File: src/rtl/dram_port_arbiter_if.sv
// ---------------------------------------------------------------------------
// dram_port_arbiter_if
//   Bundles every signal between the DataRAM port arbiter, its two requesters
//   (ControllerSeq data path on port 0, I/O DMA engine on port 1) and the
//   DataRAM memoryModule.
//
//   Signal groups
//     p0_* / p1_*  requester side: req/we/ind/addr/wdata in, ack/err out
//     rdata        read data returned to whichever port holds ack
//     mem_*        DataRAM command bus (cntrl/addr/din/ind out, dout/ready in)
//     busy, owner  arbiter status
//
//   Modports
//     slave   the arbiter itself
//     master  the environment: both requesters plus the memory
// ---------------------------------------------------------------------------
interface dram_port_arbiter_if #(
  parameter int ADDR_W = 8,
  parameter int DATA_W = 8
);

  logic              p0_req;
  logic              p1_req;
  logic              p0_we;
  logic              p1_we;
  logic              p0_ind;
  logic              p1_ind;
  logic [ADDR_W-1:0] p0_addr;
  logic [ADDR_W-1:0] p1_addr;
  logic [DATA_W-1:0] p0_wdata;
  logic [DATA_W-1:0] p1_wdata;
  logic              p0_ack;
  logic              p1_ack;
  logic              p0_err;
  logic              p1_err;
  logic [DATA_W-1:0] rdata;

  logic [1:0]        mem_cntrl;
  logic [ADDR_W-1:0] mem_addr;
  logic [DATA_W-1:0] mem_din;
  logic              mem_ind;
  logic [DATA_W-1:0] mem_dout;
  logic              mem_ready;

  logic              busy;
  logic              owner;

  modport slave (
    input  p0_req, p1_req, p0_we, p1_we, p0_ind, p1_ind,
    input  p0_addr, p1_addr, p0_wdata, p1_wdata,
    output p0_ack, p1_ack, p0_err, p1_err, rdata,
    output mem_cntrl, mem_addr, mem_din, mem_ind,
    input  mem_dout, mem_ready,
    output busy, owner
  );

  modport master (
    output p0_req, p1_req, p0_we, p1_we, p0_ind, p1_ind,
    output p0_addr, p1_addr, p0_wdata, p1_wdata,
    input  p0_ack, p1_ack, p0_err, p1_err, rdata,
    input  mem_cntrl, mem_addr, mem_din, mem_ind,
    output mem_dout, mem_ready,
    input  busy, owner
  );

endinterface

File: src/rtl/dram_port_arbiter.sv
// ---------------------------------------------------------------------------
// dram_port_arbiter
//   Shares the single DataRAM port between two requesters using round-robin
//   arbitration and a four-phase req/ack handshake per port. The memory
//   command is held until dataReady returns; a watchdog aborts an access that
//   never completes and reports it through the winner's err flag.
//
//   Parameters
//     ADDR_W   address width (DataRAM addrSize)
//     DATA_W   data width (DataRAM ramWidth)
//     TO_W     timeout counter width
//     TIMEOUT  BUSY cycles without mem_ready before abort (1..2^TO_W-1)
//
//   Ports
//     clk    system clock, rising edge
//     reset  asynchronous, active-low reset
//     bus    dram_port_arbiter_if.slave: requester handshakes, DataRAM
//            command bus, busy/owner status
// ---------------------------------------------------------------------------
module dram_port_arbiter #(
  parameter int ADDR_W  = 8,
  parameter int DATA_W  = 8,
  parameter int TO_W    = 8,
  parameter int TIMEOUT = 255
) (
  input  logic                clk,
  input  logic                reset,
  dram_port_arbiter_if.slave  bus
);

  typedef enum logic [1:0] {
    IDLE = 2'b00,
    BUSY = 2'b01,
    DONE = 2'b10
  } arbState_e;

  // The abort fires on the edge that ends the TIMEOUT-th BUSY cycle, i.e.
  // when the counter (cleared at grant) still reads TIMEOUT-1.
  localparam logic [TO_W-1:0] TO_LAST = TO_W'(TIMEOUT - 1);
  localparam logic [TO_W-1:0] TO_MAX  = {TO_W{1'b1}};

  arbState_e         state;
  arbState_e         stateNext;

  // lastGrant doubles as the owner output: it is the port being served while
  // busy and the most recent winner while idle.
  logic              lastGrant;
  logic              latWe;
  logic              latInd;
  logic [ADDR_W-1:0] latAddr;
  logic [DATA_W-1:0] latWdata;
  logic [DATA_W-1:0] rdataReg;
  logic [TO_W-1:0]   toCnt;
  logic              p0AckReg;
  logic              p1AckReg;
  logic              p0ErrReg;
  logic              p1ErrReg;

  logic              winner;
  logic              ownReq;
  logic              doGrant;
  logic              doFinish;
  logic              timedOut;
  logic              doRelease;

  // On a tie the port that did not win last time is served; otherwise the
  // lone requester wins (p1_req alone selects port 1, p0_req alone port 0).
  assign winner = (bus.p0_req && bus.p1_req) ? ~lastGrant : bus.p1_req;

  // Only the granted port's req keeps the arbiter in DONE; the loser's req
  // is simply left pending until the next IDLE.
  assign ownReq = lastGrant ? bus.p1_req : bus.p0_req;

  // State register.
  always_ff @(posedge clk or negedge reset) begin
    if (!reset) begin
      state <= IDLE;
    end else begin
      state <= stateNext;
    end
  end

  // Next-state logic and the one-cycle strobes that steer the datapath.
  // mem_ready beats the watchdog when both land on the same edge, and DONE
  // waits for mem_ready to fall so a slow memory cannot leak its ready into
  // the next access.
  always_comb begin
    stateNext = state;
    doGrant   = 1'b0;
    doFinish  = 1'b0;
    timedOut  = 1'b0;
    doRelease = 1'b0;
    case (state)
      IDLE: begin
        if (bus.p0_req || bus.p1_req) begin
          doGrant   = 1'b1;
          stateNext = BUSY;
        end
      end
      BUSY: begin
        if (bus.mem_ready) begin
          doFinish  = 1'b1;
          stateNext = DONE;
        end else if (toCnt == TO_LAST) begin
          doFinish  = 1'b1;
          timedOut  = 1'b1;
          stateNext = DONE;
        end
      end
      DONE: begin
        if (!ownReq && !bus.mem_ready) begin
          doRelease = 1'b1;
          stateNext = IDLE;
        end
      end
      default: begin
        stateNext = IDLE;
      end
    endcase
  end

  // Datapath: request latch at grant, saturating watchdog counter, read-data
  // capture and the per-port ack/err flags. Reset discards any latched
  // request so a half-done access is never resumed.
  always_ff @(posedge clk or negedge reset) begin
    if (!reset) begin
      lastGrant <= 1'b1;
      latWe     <= 1'b0;
      latInd    <= 1'b0;
      latAddr   <= '0;
      latWdata  <= '0;
      rdataReg  <= '0;
      toCnt     <= '0;
      p0AckReg  <= 1'b0;
      p1AckReg  <= 1'b0;
      p0ErrReg  <= 1'b0;
      p1ErrReg  <= 1'b0;
    end else begin
      if (doGrant) begin
        lastGrant <= winner;
        latWe     <= winner ? bus.p1_we    : bus.p0_we;
        latInd    <= winner ? bus.p1_ind   : bus.p0_ind;
        latAddr   <= winner ? bus.p1_addr  : bus.p0_addr;
        latWdata  <= winner ? bus.p1_wdata : bus.p0_wdata;
        toCnt     <= '0;
      end else if (state == BUSY && toCnt != TO_MAX) begin
        toCnt <= toCnt + TO_W'(1);
      end

      // Writes and aborted accesses leave the previous read data in place.
      if (doFinish) begin
        if (!timedOut && !latWe) begin
          rdataReg <= bus.mem_dout;
        end
        if (lastGrant) begin
          p1AckReg <= 1'b1;
          p1ErrReg <= timedOut;
        end else begin
          p0AckReg <= 1'b1;
          p0ErrReg <= timedOut;
        end
      end

      if (doRelease) begin
        p0AckReg <= 1'b0;
        p1AckReg <= 1'b0;
        p0ErrReg <= 1'b0;
        p1ErrReg <= 1'b0;
      end
    end
  end

  // The command is only asserted in BUSY, so an async reset (which forces
  // IDLE) drops it immediately. Address/data/indirect simply follow the
  // latch, which is stable from grant until the next grant.
  assign bus.mem_cntrl = (state == BUSY) ? (latWe ? 2'b01 : 2'b10) : 2'b00;
  assign bus.mem_addr  = latAddr;
  assign bus.mem_din   = latWdata;
  assign bus.mem_ind   = latInd;

  assign bus.rdata     = rdataReg;
  assign bus.p0_ack    = p0AckReg;
  assign bus.p1_ack    = p1AckReg;
  assign bus.p0_err    = p0ErrReg;
  assign bus.p1_err    = p1ErrReg;
  assign bus.busy      = (state != IDLE);
  assign bus.owner     = lastGrant;

endmodule

File: src/flat_wrapper.sv
// flat-port wrapper written by rule: the top's interface ports become plain ports
module dram_port_arbiter_flat 
#(
  parameter int ADDR_W  = 8,
  parameter int DATA_W  = 8,
  parameter int TO_W    = 8,
  parameter int TIMEOUT = 255
)
  (clk, reset, bus_p0_req, bus_p1_req, bus_p0_we, bus_p1_we, bus_p0_ind, bus_p1_ind, bus_p0_addr, bus_p1_addr, bus_p0_wdata, bus_p1_wdata, bus_p0_ack, bus_p1_ack, bus_p0_err, bus_p1_err, bus_rdata, bus_mem_cntrl, bus_mem_addr, bus_mem_din, bus_mem_ind, bus_mem_dout, bus_mem_ready, bus_busy, bus_owner);
  dram_port_arbiter_if #(.ADDR_W(ADDR_W), .DATA_W(DATA_W)) bus_i ();
  input  logic clk;
  input  logic reset;
  input wire logic [$bits(bus_i.p0_req)-1:0] bus_p0_req;
  input wire logic [$bits(bus_i.p1_req)-1:0] bus_p1_req;
  input wire logic [$bits(bus_i.p0_we)-1:0] bus_p0_we;
  input wire logic [$bits(bus_i.p1_we)-1:0] bus_p1_we;
  input wire logic [$bits(bus_i.p0_ind)-1:0] bus_p0_ind;
  input wire logic [$bits(bus_i.p1_ind)-1:0] bus_p1_ind;
  input wire logic [$bits(bus_i.p0_addr)-1:0] bus_p0_addr;
  input wire logic [$bits(bus_i.p1_addr)-1:0] bus_p1_addr;
  input wire logic [$bits(bus_i.p0_wdata)-1:0] bus_p0_wdata;
  input wire logic [$bits(bus_i.p1_wdata)-1:0] bus_p1_wdata;
  output wire logic [$bits(bus_i.p0_ack)-1:0] bus_p0_ack;
  output wire logic [$bits(bus_i.p1_ack)-1:0] bus_p1_ack;
  output wire logic [$bits(bus_i.p0_err)-1:0] bus_p0_err;
  output wire logic [$bits(bus_i.p1_err)-1:0] bus_p1_err;
  output wire logic [$bits(bus_i.rdata)-1:0] bus_rdata;
  output wire logic [$bits(bus_i.mem_cntrl)-1:0] bus_mem_cntrl;
  output wire logic [$bits(bus_i.mem_addr)-1:0] bus_mem_addr;
  output wire logic [$bits(bus_i.mem_din)-1:0] bus_mem_din;
  output wire logic [$bits(bus_i.mem_ind)-1:0] bus_mem_ind;
  input wire logic [$bits(bus_i.mem_dout)-1:0] bus_mem_dout;
  input wire logic [$bits(bus_i.mem_ready)-1:0] bus_mem_ready;
  output wire logic [$bits(bus_i.busy)-1:0] bus_busy;
  output wire logic [$bits(bus_i.owner)-1:0] bus_owner;
  assign bus_i.p0_req = bus_p0_req;
  assign bus_i.p1_req = bus_p1_req;
  assign bus_i.p0_we = bus_p0_we;
  assign bus_i.p1_we = bus_p1_we;
  assign bus_i.p0_ind = bus_p0_ind;
  assign bus_i.p1_ind = bus_p1_ind;
  assign bus_i.p0_addr = bus_p0_addr;
  assign bus_i.p1_addr = bus_p1_addr;
  assign bus_i.p0_wdata = bus_p0_wdata;
  assign bus_i.p1_wdata = bus_p1_wdata;
  assign bus_p0_ack = bus_i.p0_ack;
  assign bus_p1_ack = bus_i.p1_ack;
  assign bus_p0_err = bus_i.p0_err;
  assign bus_p1_err = bus_i.p1_err;
  assign bus_rdata = bus_i.rdata;
  assign bus_mem_cntrl = bus_i.mem_cntrl;
  assign bus_mem_addr = bus_i.mem_addr;
  assign bus_mem_din = bus_i.mem_din;
  assign bus_mem_ind = bus_i.mem_ind;
  assign bus_i.mem_dout = bus_mem_dout;
  assign bus_i.mem_ready = bus_mem_ready;
  assign bus_busy = bus_i.busy;
  assign bus_owner = bus_i.owner;
  dram_port_arbiter #(.ADDR_W(ADDR_W), .DATA_W(DATA_W), .TO_W(TO_W), .TIMEOUT(TIMEOUT)) u_core (.clk(clk), .reset(reset), .bus(bus_i));
endmodule
File: config.mk
export PLATFORM = sky130hd
export DESIGN_NAME = dram_port_arbiter_flat
export DESIGN_NICKNAME = d
export VERILOG_FILES = /design/src/rtl/dram_port_arbiter_if.sv /design/src/rtl/dram_port_arbiter.sv /design/src/flat_wrapper.sv
export SDC_FILE = /design/constraint.sdc
export NUM_CORES = 1
export LEC_CHECK = 0
export BUFFER_PORTS_ARGS = -buffer_cell sky130_fd_sc_hd__buf_2
export CAP_MARGIN = 5
export CORE_ASPECT_RATIO = 2
export CORE_UTILIZATION = 42
export CTS_CLUSTER_SIZE = 20
export DETAILED_ROUTE_END_ITERATION = 12
export PLACE_DENSITY = 0.76
export SKIP_LAST_GASP = 1
export SLEW_MARGIN = 0
export SYNTH_ARGS = -nofsm -noshare
export SYNTH_HDL_FRONTEND = slang
export SYNTH_SLANG_ARGS = --single-unit
File: constraint.sdc
create_clock -name clk -period 1.8 [get_ports clk]
set_input_delay 0.27 -clock clk [delete_from_list [all_inputs] [get_ports clk]]
set_output_delay 0.27 -clock clk [all_outputs]
set_load 0.005 [all_outputs]
# After elaboration in Yosys (flattened, before gate mapping)
# Index checks and enable logic that the tools add are counted.
[totals]
regBits = 41
inputBits = 49
out_inout_bits = 33
elab_cells = 76
[op_classes]
n_addsub = 1
eq_ne = 8
muxes = 36
bitwise_logic = 1
reduce_logical = 18
[op_table]
columns = ["op", "count"]
rows = [
  ["$mux W8", 4],
  ["$mux W1", 25],
  ["$mux W2", 6],
  ["$add A8 B1 Y8 const B", 1],
  ["$eq A8 B8 Y1 const B", 1],
  ["$ne A8 B8 Y1 const B", 1],
  ["$reduce_bool A2 Y1", 4],
  ["$pmux W2 S3", 1],
  ["$reduce_and A2 Y1", 3],
  ["$logic_and A1 B1 Y1", 4],
  ["$logic_not A1 Y1", 4],
  ["$ne A2 B1 Y1 const B", 2],
  ["$ne A3 B2 Y1 const B", 1],
  ["$reduce_and A3 Y1", 1],
  ["$eq A2 B1 Y1 const B", 1],
  ["$eq A2 B2 Y1 const B", 1],
  ["$logic_not A2 Y1", 1],
  ["$ne A2 B2 Y1 const B", 1],
  ["$logic_or A1 B1 Y1", 1],
  ["$not A1 Y1", 1],
]

# Depth between registers and ports, before layout
# Gate-level depths: netlist (run 1).
[logic_depth]
word_depth = 7
mapped_depth = 6
ltp_nobuf = 5

# Worst setup path after synthesis (run 1)
# Ideal clock, no wire load.
[synth_path]
kind = "register to register"
from = "reg u_core.lastGrant, in the netlist u_core.bus.owner"
to = "reg u_core.p0ErrReg, in the netlist u_core.bus.p0_err"
setup_ns = 0.126
arrival_ns = 1.596
required_ns = 1.674
path_slack_ns = 0.078
path_stages_with_launch = 6
path_buffers = 1
synth_period_minus_slack_ns = 1.722
cell_sequence = "dfstp_2 -> buf_2 -> mux2_2 -> or3b_1 -> a32oi_1 -> a31oi_1"
[synth_via]
elab_chain_len = 7
elab_cells_between_ends = 9
classes_between = "1 x eq/ne; 4 x mux; 4 x reduce/logical"
[synth_lines]
columns = ["item", "line", "text"]
rows = [
  ["start, declared", "dram_port_arbiter.sv:47", "logic lastGrant;"],
  ["start signal, assigned", "dram_port_arbiter.sv:140", "lastGrant <= winner;"],
  ["$mux W1", "dram_port_arbiter.sv:72", "assign ownReq = lastGrant ? bus.p1_req : bus.p0_req;"],
  ["$logic_not A1 Y1", "dram_port_arbiter.sv:111", "if (!ownReq && !bus.mem_ready) begin"],
  ["$logic_and A1 B1 Y1", "dram_port_arbiter.sv:111", ""],
  ["$mux W1", "dram_port_arbiter.sv:111", ""],
  ["$mux W1", "dram_port_arbiter.sv:93", "case (state)"],
  ["$ne A2 B2 Y1 (no line) / $reduce_bool A2 Y1 (equally long branches)", "--", ""],
  ["$reduce_and A2 Y1 (no line)", "--", ""],
  ["end signal, assigned", "dram_port_arbiter.sv:160", "p0ErrReg <= timedOut;"],
  ["end, declared", "dram_port_arbiter.sv:56", "logic p0ErrReg;"],
]
# Several ways; a longest one is shown, not always the timed one.
# A chain may end at the register's enable or synchronous reset.

# Worst setup path after layout (run 1)
[layout_path]
from = "reg u_core.toCnt[0]"
to = "reg u_core.toCnt[7]"
[layout_via]
elab_chain_len = 3
elab_cells_between_ends = 6
classes_between = "1 x add/sub; 1 x eq/ne; 2 x mux; 2 x reduce/logical"
[layout_lines]
columns = ["item", "line", "text"]
rows = [
  ["start, declared", "dram_port_arbiter.sv:53", "logic [TO_W-1:0] toCnt;"],
  ["start signal, assigned", "dram_port_arbiter.sv:147", "toCnt <= toCnt + TO_W'(1);"],
  ["$add A8 B1 Y8 / $ne A8 B8 Y1 (equally long branches)", "dram_port_arbiter.sv:147, dram_port_arbiter.sv:146", ""],
  ["$mux W8 / $logic_and A1 B1 Y1 (equally long branches)", "dram_port_arbiter.sv:146", "end else if (state == BUSY && toCnt != TO_MAX) begin"],
  ["$mux W8 / $reduce_bool A2 Y1 (equally long branches)", "--", ""],
]
# Several ways; a longest one is shown, not always the timed one. The select of a mux whose other input is x is not followed.

==> results of run 1 <==
==> cells in the mapped netlist, types with 2 or more instances <==
cell type	instances
a21oi_1	3
a31oi_1	2
buf_4	3
clkbuf_1	4
dfrtp_1	40
ha_1	2
inv_1	3
mux2_2	9
mux2i_1	18
nand2_1	28
nand3_1	3
nand4_1	3
nor2_1	8
o211ai_1	3
o21ai_0	25
o31ai_1	3
xor2_1	2
==> through the flow <==
| step | hold WS [ps] | power (mW) | std cells |
|---|---|---|---|
| 2_1_floorplan | -25.6 | 2.32 | 178 |
| 3_3_place_gp | 257 | 2.90 | 311 |
| 3_5_place_dp | 267 | 2.97 | 311 |
| 4_1_cts | 207 | 3.57 | 319 |
| 5_1_grt | 210 | 3.80 | 319 |
| 6_report | 217 | 3.52 | 319 |
==> state kept, by name, indices dropped and copies added (netlist names) <==
| register | cells |
|---|---|
| u_core.toCnt | 8 |
| u_core.bus.p0_err | 1 |
| u_core.state | 2 |
| u_core.bus.p0_ack | 1 |
| u_core.bus.rdata | 8 |
| u_core.bus.mem_ind | 1 |
| u_core.latWe | 1 |
| u_core.bus.mem_din | 8 |
| u_core.bus.mem_addr | 8 |
| u_core.bus.p1_err | 1 |
| u_core.bus.p1_ack | 1 |
| u_core.bus.owner | 1 |
==> area by class of cell <==
type | instances | area share [%]
Inverter | 3 | 0.451
Sequential cell | 41 | 41.1
Timing Repair Buffer | 88 | 18.9
Tap cell | 54 | 2.70
Multi-Input combinational cell | 126 | 33.3
Clock buffer | 7 | 3.46
==> worst register-to-register path, cell delays in order, from the launching register on <==
cell	delay (ps)
dfrtp_1	430
ha_1	250
nand3_1	90
o21ai_2	130
or4_1	520
a21oi_1	150
==> power groups by stage <==
| stage | clock [mW] | combinational [mW] | sequential (mW) |
|---|---|---|---|
| finish | 0.585 | 1.41 | 1.52 |
| global route | 0.641 | 1.58 | 1.58 |
| CTS | 0.610 | 1.43 | 1.53 |
| detailed placement | 0 | 1.43 | 1.54 |
| global placement | 0 | 1.38 | 1.52 |
| floorplan | 0 | 0.765 | 1.55 |
==> timing repair <==
item / CTS / global route
endpoints found under the hold margin: 20 / 0
endpoints found under the setup margin: 0 / 0
hold buffers: 1 / 0
==> worst paths after layout <==
| path | slack [ps] | endpoint | depth (start not counted) | startpoint |
|---|---|---|---|---|
| max | 160 | u_core.toCnt[7] | 5 | u_core.toCnt[0] |
| min | 220 | u_core.bus.rdata[2] | 2 | bus_mem_dout[2] |
| max reg2reg | 160 | u_core.toCnt[7] | 5 | u_core.toCnt[0] |
| min reg2reg | 480 | u_core.bus.mem_addr[0] | 2 | u_core.bus.mem_addr[0] |
| max in group asynchronous | 760 | u_core.bus.owner | 3 | reset |
| min in group asynchronous | 480 | u_core.bus.rdata[4] | 2 | reset |
==> logic make-up (layout without fill, tap and decap cells) <==
kind of cell               count (synthesis)  in the layout
adders and majority gates                  2              2
DFF                                       41             41
and+or+nand+nor                           53             53
AOI/OAI and AO/OA                         42             42
muxes                                     27             27
buffers and inverters                     11             98
xor gates and xnor gates                   2              2
==> per-layer routing <==
metal | vias up | global-route usage [%] | share of wire [%]
met2 | 51 | 37.9 | 58
met4 | 0 | 9.89 | 2.4
li1 | 803 | - | -
met3 | 8 | 3.76 | 3.5
met1 | 734 | 19.6 | 36
met5 | - | 0 | 0
==> out/metrics.yaml, run 1 <==
outcome:
  outcome: "complete, no violations"
critical_path:
  path_cells: "ha_1 -> nand3_1 -> o21ai_2 -> or4_1 -> a21oi_1"
  critical_path_class: "flop to flop"
  path_delay_family: "simple AND/OR/NAND/NOR gates"
  crit_buf_inv: 0
  cp-start-kind: "flop"
  end_kind: "flop"
  cpPeakStageDelay_ps: 520
  crit_slowest_cell: "or4_1"
  critPathRequiredTime_ps: 2010
  crit_fanout: 10
  arrival_ps: 1850
timing:
  tightest_slew_ps: 486
  finalSetupViolCount: 0
  setup-tns-final_ps: 0
  slew_viol_final: 0
  min_period_ps: 1640
  fin_crit_sh_pct: 90.9
  rsz0062_at_grt: "no"
  clock.fmax_ghz: 0.611
  hold_violations: 0
  skew_ps: 2.12
  slew_headroom_pct: 67.6
  fin_ws_ps: 163
place:
  hpwl_microns: 3440
  io_buffers: 81
  dpl_cell_area_sq_um: 2400
  place_ws_ps: 174
  gp_congestion: 0.781
logic_synthesis:
  synthMuxAreaShare_pct: 14.8
  yosys.area_share.simple_pct: 13.4
  synth_nets: 229
  synth_seq_cells: 41
  synth_top_family_by_area: "multiplexers"
  synth_edf_count: 0
  ys_seq_area_share_pct: 53.9
  synthXorXnorAreaFrac_pct: 0.919
  synthCells: 178
  netlist_area_sq_um: 1910
  yosysTopAreaCell: "dfrtp_1"
  synth_cell_type_count: 36
  synthAdderAreaFrac_pct: 1.31
  async_flop_share_pct: 100
  synth_ff_type: "dfrtp_1"
  synth_top_cells_by_area: "dfrtp_1 52%, mux2i_1 9.4%, o21ai_0 6.6%, nand2_1 5.5%, mux2_2 5.3%"
  synth_warnings: 0
  synth-compound-area-share_pct: 12.9
  synth.avg_cell_area_sq_um: 10.7
  yosys.area.top_type_share_pct: 52.5
pwr:
  p_leak_nw: 1.25
  pwr-share-seq_pct: 43.2
  vdd_drop_max_mv: 0.985
  swShare_pct: 35.2
  pwr-share-comb_pct: 40.1
  p_int_mw: 2.28
  p_sw_mw: 1.24
  powerDensity_nw_per_um2: 1410
  power_frac_clock_pct: 16.6
route:
  wirelength_microns: 4280
  drc: 0
  vias: 1596
  dr.pass1.iters: 4
  vias_per_cell: 5.00
  ant_nets: 0
  drt_iter0_drc: 21
  wire_per_inst_microns: 13.4
floorplan:
  core_sq_um: 4340
  io_pins: 82
  die_y_microns: 97.3
  die-area_sq_um: 4830
  start_util_pct: 43.9
  fp.dieW_microns: 49.6
  rows: 34
final_layout:
  diodes: 0
  final_area_sq_um: 2500
  area_growth_pct: 31.0
  nNetsFinal: 316
  drive_gt1_share_pct: 41.9
  final_cell_mix: "81 x buf_2, 40 x dfrtp_1, 28 x nand2_1"
  utilization_pct: 57.6
  multi_input_area_sq_um: 833
  final_common_cell: "buf_2"
  fill_cells: 427
  regArea_sq_um: 1030
global_route:
  grt_pass1_wl_microns: 7320
  overflow: 0
  grt_util_all_layers_pct: 20.1
  antenna_found_initial: 0
  grt_pass1_vias: 1682
  grt_max_degree: 26
cts:
  clk_pin_slew_ps: 70
  cts_tree: "done"
  post_cts_buffers: 0
  root_buffer: "clkbuf_8"
  clk_latency_ps: 280
  ctsResizeCount: 0
  clock_path_buffers: 2
  numCtsBuffers: 5
  h-tree-depth: 2
  cts.sinks: 41
min_path:
  hold_class: "primary input to flop"
flow_run:
  cap_violations: 0
Power figures use the tool's default switching activity.
==> run 2: changes to the inputs <==
==> constraint.sdc (replaced) <==
create_clock -name clk -period 1.8 [get_ports clk]
set_input_delay 0.27 -clock clk [delete_from_list [all_inputs] [get_ports clk]]
set_output_delay 0.27 -clock clk [all_outputs]
set_load 0.1 [all_outputs]
==> out/metrics.yaml, run 2 (synthesized netlist as in run 1, its figures left out) <==
outcome:
  outcome: "complete, no violations"
critical_path:
  arrival_ps: 1850  # about the same
  critical_path_class: "flop to flop"
  timing.rr.start: "u_core.bus.owner"
  rr_worst_depth: 4  # -1
  end_kind: "flop"
  cp-startpoint: "u_core.bus.owner"
  crit_fanout: 4  # -6
  critPathRequiredTime_ps: 1960  # -50 ps
  cp-start-kind: "flop"
  rrSetupSlack_ps: 110  # -50 ps
global_route:
  antenna_found_initial: 0  # unchanged
  overflow: 0  # unchanged
  grt_pass1_vias: 1577  # -6.2%
  grt_pass1_wl_microns: 6760  # -7.7%
  grt_util_all_layers_pct: 18.1  # -1.9 points
  grt_max_degree: 42  # +62%
floorplan:
  rows: 34  # unchanged
  fp.dieW_microns: 49.6  # unchanged
  io_pins: 82  # unchanged
  die_y_microns: 97.3  # unchanged
  die-area_sq_um: 4830  # unchanged
  core_sq_um: 4340  # unchanged
  start_util_pct: 43.9  # unchanged
cts:
  clk_latency_ps: 290  # about the same
  clk_pin_slew_ps: 80  # about the same
  ctsResizeCount: 0  # unchanged
  cts.sinks: 41  # unchanged
  ctsHoldBuffers: 0  # -1
  cts_tree: "done"
  root_buffer: "clkbuf_8"
  h-tree-depth: 2  # unchanged
  clock_path_buffers: 2  # unchanged
  numCtsBuffers: 5  # unchanged
  post_cts_buffers: 0  # unchanged
route:
  wirelength_microns: 4080  # -4.7%
  dr.pass1.iters: 4  # unchanged
  vias_per_cell: 5.14  # +2.7%
  wire_per_inst_microns: 12.9  # -3.7%
  ant_nets: 0  # unchanged
  vias: 1623  # +1.7%
  drc: 0  # unchanged
  drt_iter0_drc: 32  # +52%
timing:
  clock.fmax_ghz: 0.593  # -3.0%
  slew_viol_final: 0  # unchanged
  rsz0062_at_grt: "no"
  slew_headroom_pct: 66.0  # -1.6 points
  tightest_slew_ps: 510  # +23.5 ps
  min_period_ps: 1690  # +50.2 ps
  fin_crit_sh_pct: 93.7  # +2.8 points
  skew_ps: 6.53  # +4.41 ps
  finalSetupViolCount: 0  # unchanged
  fin_ws_ps: 113  # -50.2 ps
  hold_violations: 0  # unchanged
place:
  io_buffers: 81  # unchanged
  hpwl_microns: 3170  # -7.9%
  place_ws_ps: 127  # -47.0 ps
  gp_congestion: 0.792  # +1.4%
final_layout:
  diodes: 0  # unchanged
  nNetsFinal: 313  # -0.95%
  final_common_cell: "buf_2"
  area_growth_pct: 32.6
  final_cell_mix: "78 x buf_2, 40 x dfrtp_1, 28 x nand2_1"
  drive_gt1_share_pct: 42.7  # +0.86 points
flow_run:
  cap_violations: 0  # unchanged
min_path:
  hold_class: "primary input to asynchronous set/reset pin"
## run 2: through the flow
step / instances / setup TNS (ps) / utilization (%) / hold slack, ps / instance area [sq um]
after detailed placement: 309 / 0 / 55.7 / 367 / 2410
after global routing: 316 / 0 / 58.3 / 72.0 / 2530
after CTS: 316 / 0 / 58.0 / 43.6 / 2520
after global placement: 309 / 0 / 55.7 / 364 / 2410
after floorplan: 178 / -458 / - / -25.6 / 1930
final: 316 / 0 / 58.3 / 24.2 / 2530
## run 2: final timing paths
path,end
hold / removal,u_core.bus.rdata[1]
min in group clk,u_core.bus.rdata[7]
max in group asynchronous,u_core.bus.owner
setup / recovery,u_core.bus.p0_err
hold reg to reg,u_core.bus.mem_din[3]
setup reg to reg,u_core.bus.p0_err
## run 2: cell type report
cell class,count,area [sq um]
clock inverters,2,35.0
fillers,419,1810
clock buffers,5,68.8
flip-flops and latches,41,1030
multi-input cells,126,847
well taps,54,67.6
repair buffers,85,468
inverters,3,11.3
## run 2: metal layers
layer | track usage (%) | up-vias | share of wire, %
met3 | 3.44 | 7 | 3.5
met5 | 0 | - | 0
met1 | 18.0 | 768 | 36
met4 | 7.03 | 0 | 2.1
li1 | - | 795 | -
met2 | 34.8 | 53 | 58
## run 2: critical path, stage by stage (launching register included)
cell and delay [ps]:
dfstp_4 620, mux2_4 300, or3b_4 420, a32oi_1 170
a31oi_1 50
Power of run 2 is not shown: default switching activity piles up to over one toggle a cycle in this logic, so the estimate is an artifact.
==> run 3: changes to the inputs <==
- REMOVE_ABC_BUFFERS: unset -> 1
==> out/metrics.yaml, run 3 (synthesized netlist as in run 1, its figures left out) <==
outcome:
  outcome: "complete, no violations"
timing:
  slew_headroom_pct: 66.4  # +0.35 points
  fin_crit_sh_pct: 94.4  # +0.68 points
  rsz0062_at_grt: "no"
  clock.fmax_ghz: 0.589  # -0.72%
  hold_violations: 0  # unchanged
  slew_viol_final: 0  # unchanged
  min_period_ps: 1700  # +12.3 ps
  fin_ws_ps: 101  # -12.3 ps
  finalSetupViolCount: 0  # unchanged
  tightest_slew_ps: 504  # -5.32 ps
  setup-tns-final_ps: 0  # unchanged
  skew_ps: 6.55  # +0.0137 ps
floorplan:
  die_y_microns: 97.3  # unchanged
  core_sq_um: 4340  # unchanged
  die-area_sq_um: 4830  # unchanged
  start_util_pct: 43.9  # unchanged
  io_pins: 82  # unchanged
  rows: 34  # unchanged
  fp.dieW_microns: 49.6  # unchanged
final_layout:
  final_cell_mix: "79 x buf_2, 40 x dfrtp_1, 28 x nand2_1"
  drive_gt1_share_pct: 42.4  # -0.32 points
  diodes: 0  # unchanged
  nNetsFinal: 314  # +0.32%
  final_common_cell: "buf_2"
  area_growth_pct: 32.5  # about the same
flow_run:
  cap_violations: 0  # unchanged
route:
  dr.pass1.iters: 4  # unchanged
  wire_per_inst_microns: 13.2  # +2.2%
  vias: 1618  # -0.31%
  drc: 0  # unchanged
  wirelength_microns: 4200  # +2.8%
  drt_iter0_drc: 14  # -56%
  vias_per_cell: 5.09  # -0.94%
  ant_nets: 0  # unchanged
critical_path:
  crit_fanout: 6  # +2
  rr_worst_depth: 4  # unchanged
  end_kind: "output port"
  cp-start-kind: "flop"
  critical_path_class: "flop to output port"
  timing.rr.start: "u_core.bus.owner"
  critPathRequiredTime_ps: 1530  # -430 ps
  reg2reg_to: "u_core.bus.p0_err"
  rrSetupSlack_ps: 160  # +50 ps
  arrival_ps: 1430  # -420 ps
global_route:
  overflow: 0  # unchanged
  grt_pass1_vias: 1621  # +2.8%
  grt_max_degree: 42  # unchanged
  antenna_found_initial: 0  # unchanged
  grt_pass1_wl_microns: 7180  # +6.3%
  grt_util_all_layers_pct: 19.4  # +1.3 points
cts:
  root_buffer: "clkbuf_8"
  clock_path_buffers: 2  # unchanged
  cts.sinks: 41  # unchanged
  ctsResizeCount: 0  # unchanged
  h-tree-depth: 2  # unchanged
  clk_pin_slew_ps: 80  # about the same
  post_cts_buffers: 0  # unchanged
  ctsHoldBuffers: 0  # unchanged
  cts_tree: "done"
  clk_latency_ps: 290  # about the same
  numCtsBuffers: 5  # unchanged
place:
  place_ws_ps: 165  # +38.0 ps
  io_buffers: 81  # unchanged
  hpwl_microns: 3300  # +4.4%
  gp_congestion: 0.851  # +7.5%
min_path:
  hold_class: "primary input to asynchronous set/reset pin"
run 3: cell type report:
class	instances	area [sq um]
Multi-Input combinational cell	126	833
Inverter	3	11.3
Tap cell	54	67.6
Clock inverter	3	46.3
Timing Repair Buffer	86	473
Sequential cell	41	1030
Clock buffer	5	68.8
Fill cell	409	1810
run 3: critical path, cell delays in order, from the launching register on:
cell and delay, ps:
dfrtp_1 410, nor2b_2 190, buf_4 170, and2_1 180, buf_12 190
run 3: per-stage QoR:
stage                     cell area (sq um)  cells  hold WS (ps)  utilization [%]
after floorplan                        1860    170         -25.6                -
after CTS                              2530    318          41.7             58.2
after global placement                 2410    310           361             55.6
after global routing                   2530    318          75.2             58.2
final                                  2530    318          28.4             58.2
after detailed placement               2410    310           364             55.6
run 3: per-layer routing:
metal,GRT usage [%],up-vias,wire length [microns]
met2,35.9,53,2450
met5,0,-,0
li1,-,797,-
met4,9.67,0,91
met3,2.82,7,169
met1,20.2,761,1490
run 3: worst max path at each step:
stage | to | startpoint | slack (ps) | depth (start not counted)
after global placement | u_core.bus.p0_err | u_core.bus.owner | 190 | 4
after CTS | bus_mem_cntrl[0] | u_core.state[1] | 80 | 4
after detailed placement | u_core.bus.p0_err | u_core.bus.owner | 160 | 4
after global routing | bus_mem_cntrl[0] | u_core.state[0] | 40 | 4
final | bus_mem_cntrl[0] | u_core.state[1] | 100 | 4
after floorplan | u_core.bus.mem_addr[0] | u_core.bus.owner | -1340 | 3
Power of run 3 is left out for the same reason.
